`src/rtl/bp_me_burst_to_lite_mem_cmd.sv`:
```
// Packs a BedRock burst memory command (header + dword beats) into one block-wide lite message.
// Optional macro BP_ME_BURST_PACKER_OVERLAP_EN: a new header may load in the same cycle the lite message leaves.
module bp_me_burst_to_lite_mem_cmd
  #(parameter int header_width_p    = 128
   ,parameter int data_width_p      = 64
   ,parameter int block_width_p     = 512
   ,parameter int size_offset_p     = 0
   ,parameter int has_data_offset_p = 3
   )
   (input  logic                     clk_i
   ,input  logic                     reset_i

   ,input  logic [header_width_p-1:0] mem_cmd_header_i
   ,input  logic                     mem_cmd_header_v_i
   ,output logic                     mem_cmd_header_ready_o

   ,input  logic [data_width_p-1:0]  mem_cmd_data_i
   ,input  logic                     mem_cmd_data_v_i
   ,output logic                     mem_cmd_data_ready_o

   ,output logic [header_width_p-1:0] mem_cmd_o
   ,output logic [block_width_p-1:0] mem_cmd_data_o
   ,output logic                     mem_cmd_v_o
   ,input  logic                     mem_cmd_ready_and_i
   );

   localparam int max_beats_lp      = block_width_p / data_width_p;
   localparam int lg_max_beats_lp   = $clog2(max_beats_lp);
   localparam int lg_data_bytes_lp  = $clog2(data_width_p / 8);
   localparam int lg_block_bytes_lp = $clog2(block_width_p / 8);
   localparam int cnt_width_lp      = lg_max_beats_lp + 1;

   typedef enum logic [1:0] {e_ready, e_data, e_send} state_e;

   state_e                    state_r, state_n;
   logic [header_width_p-1:0] header_r;
   logic [block_width_p-1:0]  data_r;
   logic [cnt_width_lp-1:0]   cnt_r;
   logic [cnt_width_lp-1:0]   last_beat;
   logic [2:0]                size_r;
   logic                      has_data_r;
   logic                      incoming_has_data;
   logic                      header_fire, data_fire, send_fire;

   assign size_r            = header_r[size_offset_p +: 3];
   assign has_data_r        = header_r[has_data_offset_p];
   assign incoming_has_data = mem_cmd_header_i[has_data_offset_p];

   assign header_fire = mem_cmd_header_v_i & mem_cmd_header_ready_o;
   assign data_fire   = mem_cmd_data_v_i & mem_cmd_data_ready_o;
   assign send_fire   = mem_cmd_v_o & mem_cmd_ready_and_i;

   // Beat count is a power of two: bytes per message over bytes per beat, clamped to [1, block beats].
   always_comb begin
      int lg_beats;
      lg_beats = int'(size_r) - lg_data_bytes_lp;
      if (lg_beats < 0)               lg_beats = 0;
      if (lg_beats > lg_max_beats_lp) lg_beats = lg_max_beats_lp;
      last_beat = cnt_width_lp'((1 << lg_beats) - 1);
   end

   always_ff @(posedge clk_i) begin
      if (reset_i)
         state_r <= e_ready;
      else
         state_r <= state_n;
   end

   always_comb begin
      state_n = state_r;
      unique case (state_r)
         e_ready: if (header_fire) state_n = incoming_has_data ? e_data : e_send;
         e_data:  if (data_fire && (cnt_r == last_beat)) state_n = e_send;
         e_send:
            if (send_fire) begin
`ifdef BP_ME_BURST_PACKER_OVERLAP_EN
               if (header_fire)
                  state_n = incoming_has_data ? e_data : e_send;
               else
                  state_n = e_ready;
`else
               state_n = e_ready;
`endif
            end
         default: state_n = e_ready;
      endcase
   end

   always_comb begin
      mem_cmd_v_o            = (state_r == e_send);
      mem_cmd_data_ready_o   = (state_r == e_data);
`ifdef BP_ME_BURST_PACKER_OVERLAP_EN
      mem_cmd_header_ready_o = (state_r == e_ready)
                               | ((state_r == e_send) & mem_cmd_ready_and_i);
`else
      mem_cmd_header_ready_o = (state_r == e_ready);
`endif
   end

   always_ff @(posedge clk_i) begin
      if (reset_i) begin
         header_r <= '0;
         data_r   <= '0;
         cnt_r    <= '0;
      end
      else begin
         if (header_fire) begin
            header_r <= mem_cmd_header_i;
            cnt_r    <= '0;
         end
         if (data_fire) begin
            data_r[cnt_r*data_width_p +: data_width_p] <= mem_cmd_data_i;
            cnt_r <= cnt_r + cnt_width_lp'(1);
         end
      end
   end

   // One replicated view per possible message size; sizes at or above the block use the raw block.
   logic [block_width_p-1:0] rep [lg_block_bytes_lp+1];
   for (genvar k = 0; k <= lg_block_bytes_lp; k++) begin : g_rep
      localparam int slice_lp = 8 << k;
      assign rep[k] = {(block_width_p/slice_lp){data_r[slice_lp-1:0]}};
   end

   always_comb begin
      mem_cmd_data_o = '0;
      if (has_data_r) begin
         mem_cmd_data_o = rep[lg_block_bytes_lp];
         for (int k = 0; k < lg_block_bytes_lp; k++)
            if (int'(size_r) == k) mem_cmd_data_o = rep[k];
      end
   end

   assign mem_cmd_o = header_r;

endmodule

```
`config.mk`:
```
export PLATFORM = sky130hd
export DESIGN_NAME = bp_me_burst_to_lite_mem_cmd
export DESIGN_NICKNAME = d
export VERILOG_FILES = /design/src/rtl/bp_me_burst_to_lite_mem_cmd.sv
export SDC_FILE = /design/constraint.sdc
export NUM_CORES = 2
export LEC_CHECK = 0
export BUFFER_PORTS_ARGS = -buffer_cell sky130_fd_sc_hd__buf_2
export CAP_MARGIN = 20
export CORE_AREA = 2 2 327 329
export CTS_CLUSTER_DIAMETER = 80
export DETAILED_ROUTE_END_ITERATION = 8
export DIE_AREA = 0 0 329 331
export SLEW_MARGIN = 10
export SYNTH_ARGS = -nofsm -noshare
export SYNTH_HDL_FRONTEND = slang
export SYNTH_SLANG_ARGS = --single-unit
```
`constraint.sdc`:
```
create_clock -name clk_i -period 3 [get_ports clk_i]
set_input_delay 0.75 -clock clk_i [delete_from_list [all_inputs] [get_ports clk_i]]
set_output_delay 0.75 -clock clk_i [all_outputs]
set_load 0.05 [all_outputs]
```
* Word-level counts from Yosys, hierarchy flattened
Index checks and enable logic that the tools add are counted.
Storage, ports and cells: flip-flop bits (word level) 646, output and inout bits 643, bits of input ports 197
Operators by class: shift-type cells 3, add/sub/neg operators 4, multiplexer cells 17, reductions and logical operators 5, bitwise operators 3, order comparisons 2, equality and inequality tests 11
Operator list (number):
- $mux W512 | 7
- $bwmux W512 | 1
- $shift A64 B34 Y512 const A | 1
- $shiftx A64 B34 Y512 | 1
- $mux W32 | 2
- $neg A10 Y34 | 1
- $gt A32 B3 Y1 const B | 1
- $shl A1 B32 Y4 const A | 1
- $eq A3 B3 Y1 const B | 4
- $mux W2 | 4
- $mux W4 | 2
- $ne A2 B1 Y1 const B | 3
- $pmux W2 S3 | 1
- $add A4 B1 Y4 const B | 1
- $eq A4 B4 Y1 | 1
- $lt A4 B1 Y1 const B | 1
- $sub A3 B2 Y4 const B | 1
- $sub A4 B2 Y4 const B | 1
- $and A1 B1 Y1 | 3
- $eq A3 B2 Y1 const B | 1
- $logic_not A3 Y1 | 1
- $reduce_and A3 Y1 | 1
- $eq A2 B1 Y1 const B | 1
- $eq A2 B2 Y1 const B | 1
- 3 further kinds | 3

* Depth between registers and ports, before layout
word-level depth 11, gate-level depth with buffers 13

* Worst setup path after synthesis
No wires, ideal clock.
path type reg2out, start reg header_r[2] (netlist: mem_cmd_o[2]), end out mem_cmd_data_o[145], arrival time 3.601 ns, path buffers 5, stages on the path, launching flop included 12, path slack -1.351 ns, path through dfxtp_1 > buf_4 > buf_4 > inv_1 > buf_2 > ha_1 > buf_4 > a21o_1 > buf_2 > o21ai_0 > nor2_1 > a211oi_1
On the way: cells in the longest elaborated chain, start to end 8, elaborated cells between the ends (all ways) 13, those cells by class eq/ne (5); mux (7); reduce/logical (1)
Ends and longest elaborated chain:
- start, declared | RTL line 36 | logic [header_width_p-1:0] header_r;
- start signal, assigned | RTL line 108 | header_r <= mem_cmd_header_i;
- $logic_not A3 Y1 | RTL line 130 | if (int'(size_r) == k) mem_cmd_data_o = rep[k];
- $mux W512 (5 in series) | RTL line 130
- $mux W512 (*) | RTL line 130
- $mux W512 (*) | RTL line 127 | if (has_data_r) begin
- end, declared | RTL line 22 | ,output logic [block_width_p-1:0] mem_cmd_data_o
Mark *: on every way between the ends. The rest lies on a longest branch, timed or not.

* Worst setup path in the final report
start reg header_r[0] (netlist: mem_cmd_o[0]), end out mem_cmd_data_o[231]
The elaborated chain is that of the path after synthesis.

==> qor.yml <==
final_layout:
  final_util: 0.598
  fill_cells: 8958
  area_growth_pct: 78.9
  layout-drive-gt1-share: 0.434
  fin_area_um2: 62800
  final_nets: 6269
clocking:
  clock_sinks: 646
  clk_latency_ns: 0.67
  clockBufferDepth: 3
  cts.clk_slew.worst_paths_ns: 0.07
  cts_root_buf: "clkbuf_16"
  cts_buffers: 80
  cts_tree: "done"
  cts-htree-levels: 3
power:
  ir_drop_v: 0.000542
  power.density_nw_per_um2: 484
  p_leak_nw: 23.1
timing:
  min_period_ns: 3.81
  drv_slew: 0
  fin_skew_ns: 0.0210
  hold_viol: 0
  layout_setup_ws_ns: -0.813
  relSlewSlack: 0.370
  rsz0062_at_grt: "yes"
  tightest_slew_ns: 0.945
  post-route-period-util: 1.27
  finalSetupViolations: 504
  clock.fmax_mhz: 262
detailed_routing:
  via_per_inst: 6.07
  drt_wl_total_um: 226000
  dr.first_iter.drc_count: 5642
  wl_per_cell_um: 30.1
  ant_nets: 0
  vias: 45600
  drc: 0
  firstDrtPassIters: 6
synthesis:
  synth_edf_count: 0
  synth-seq-area-share: 0.368
  netlist_area_um2: 35100
  synthCells: 4899
  yosys-top-cells-count: "nand2_1, a21oi_1, dfxtp_1"
  synth-main-ff-cell: "dfxtp_1"
  yosysMostFrequentCell: "nand2_1"
  yosys-top-cells-area: "dfxtp_1, nand2_1, a21oi_1"
  synth_top_area_frac: 0.368
  avgSynthCellArea_um2: 7.17
  async_flop_share: 0
  yosysWarnings: 0
  yosys.area.top_type: "dfxtp_1"
  synth_nets: 5106
  yosysUniqueCellTypes: 89
  ys_ff_latch: 646
place:
  dp_hpwl_um: 155000
  gp_congestion: 0.983
  port-buffer-count: 839
  place_area_um2: 54000
worst_hold_path:
  hold_class: "in -> reg"
  hold_depth: 3
  min_from: "mem_cmd_header_i[15]"
  holdPathEnd: "mem_cmd_o[15]"
setup_path:
  timing.rr.end: "data_r[327]"
  crit_path_start: "mem_cmd_o[0]"
  r2r_start: "cnt_r[0]"
  r2r_setup_slack_ns: 0.23
  required_ns: 2.25
  r2r_cells: 7
  worstPathMaxFanout: 18
  cp-start-kind: "flop"
  crit_arrival_ns: 3.06
  critical_path_class: "reg -> out"
  end_kind: "output port"
outcome:
  status: "finished, violations left"
  violations: "negative setup slack"
floorplan:
  io_pins: 840
  start_util: 0.335
  core_um2: 105000
  dieArea_um2: 109000
  die_x_um: 329
  die_h_um: 331
  rows: 119
grt:
  grtUsageMet1: 0.471
  first_global_vias: 42000
  grt_max_degree: 123
  gr-usage-met2: 0.601
  grt-ovfl-total: 0
  grt_pass1_wl_um: 303000
  grt-busiest-layer: "met2"
  track_usage: 0.380
  use_met3: 0.0822
  antenna_found_initial: 33
job:
  maxCapViolations: 0
==> through the flow <==
stage                     total power, W  TNS (ns)  hold WS (ns)  cells  setup WS (ns)
after detailed placement          0.0183    -35.03         0.442   7181         -0.367
after CTS                         0.0291   -305.07         0.290   7391         -0.739
after floorplan                   0.0144    -49.87         0.429   4899         -0.588
final                             0.0304   -317.17         0.319   7522         -0.813
after global routing              0.0309   -331.00         0.317   7518         -0.793
after global placement            0.0183    -27.05         0.435   7181         -0.331
==> layout by cell type (no fill, tap or decap), drive strengths merged, types with 4 or more instances in the layout <==
master,instances
buf,1526
nand2,1205
a21oi,800
dfxtp,646
nand3,352
o21ai,343
mux2i,207
nor2,187
clkbuf,142
nor3,74
o221ai,55
nor2b,51
nor3b,47
a31oi,38
nand2b,38
a21o,32
o211ai,31
a211oi,31
inv,28
o31ai,26
o2111ai,24
o22ai,22
or3,21
and2,20
clkinv,15
a31o,14
a2111oi,11
o2bb2ai,11
a221oi,11
a22oi,11
ha,10
diode,8
a211o,8
a32o,8
and3,7
a2bb2oi,7
o21a,6
o21bai,5
nand4,5
bufinv,4
==> registers in the layout (all words and copies together) (netlist names) <==
register,cells
cnt_r,4
data_r,512
state_r,2
mem_cmd_o,128
==> power by group <==
group	switching (W)	internal, W	leakage [nW]	total (W)
Combinational	0.00716	0.00408	16.5	0.0112
Sequential	0.000159	0.00874	5.23	0.00890
Clock	0.00425	0.00601	1.35	0.0103
==> cell families (layout without fill, tap and decap cells) <==
kind of cell,after synthesis,count (layout),synth area share
other,0,8,0
AND/OR/NAND/NOR,2022,2023,0.252
flip-flops,646,646,0.368
XOR/XNOR,3,3,0.00128
buffers and inverters,496,1719,0.0644
adder cells (fa/ha/maj),10,10,0.00356
multiplexers,209,209,0.0596
AO/OA/AOI/OAI,1513,1513,0.251
==> cell type report <==
class | instances | area [um2] | area share
multi-input combinational | 3758 | 28400 | 0.453
timing repair buffer | 1553 | 16800 | 0.268
sequential | 646 | 12900 | 0.206
clock buffer | 117 | 2450 | 0.0389
tap | 1391 | 1740 | 0.0277
clock inverter | 26 | 280 | 0.00446
inverter | 23 | 116 | 0.00185
antenna | 8 | 20.0 | 0.000319
==> layer usage <==
layer  vias up  wire length [um]
met5         -               155
li1      19500                 -
met2      3222            101000
met3       847             24300
met4        24             18100
met1     22000             82800
==> worst max-delay path by stage <==
stage | endpoint | slack (ns) | depth (start not counted)
floorplan | mem_cmd_data_o[224] | -0.59 | 11
global placement | mem_cmd_data_o[278] | -0.33 | 9
detailed placement | mem_cmd_data_o[278] | -0.37 | 9
CTS | mem_cmd_data_o[324] | -0.74 | 12
global route | mem_cmd_data_o[448] | -0.79 | 12
finish | mem_cmd_data_o[231] | -0.81 | 10
==> what timing repair did <==
action | 4_1_cts | 5_1_grt
hold buffers | 0 | 0
cloned | 12 | 23
setup endpoints to repair | 505 | 504
gates resized for setup | 488 | 686
buffers inserted | 56 | 118
pin swaps | 69 | 166
==> critical path: stages, from the launching register on <==
cell	delay, ns
dfxtp_4	0.39
inv_4	0.06
ha_4	0.19
buf_12	0.14
buf_6	0.13
nor3_4	0.19
buf_6	0.17
nor2_4	0.05
buf_12	0.16
a222oi_1	0.62
buf_4	0.32
(Power assumes the default switching activity.)
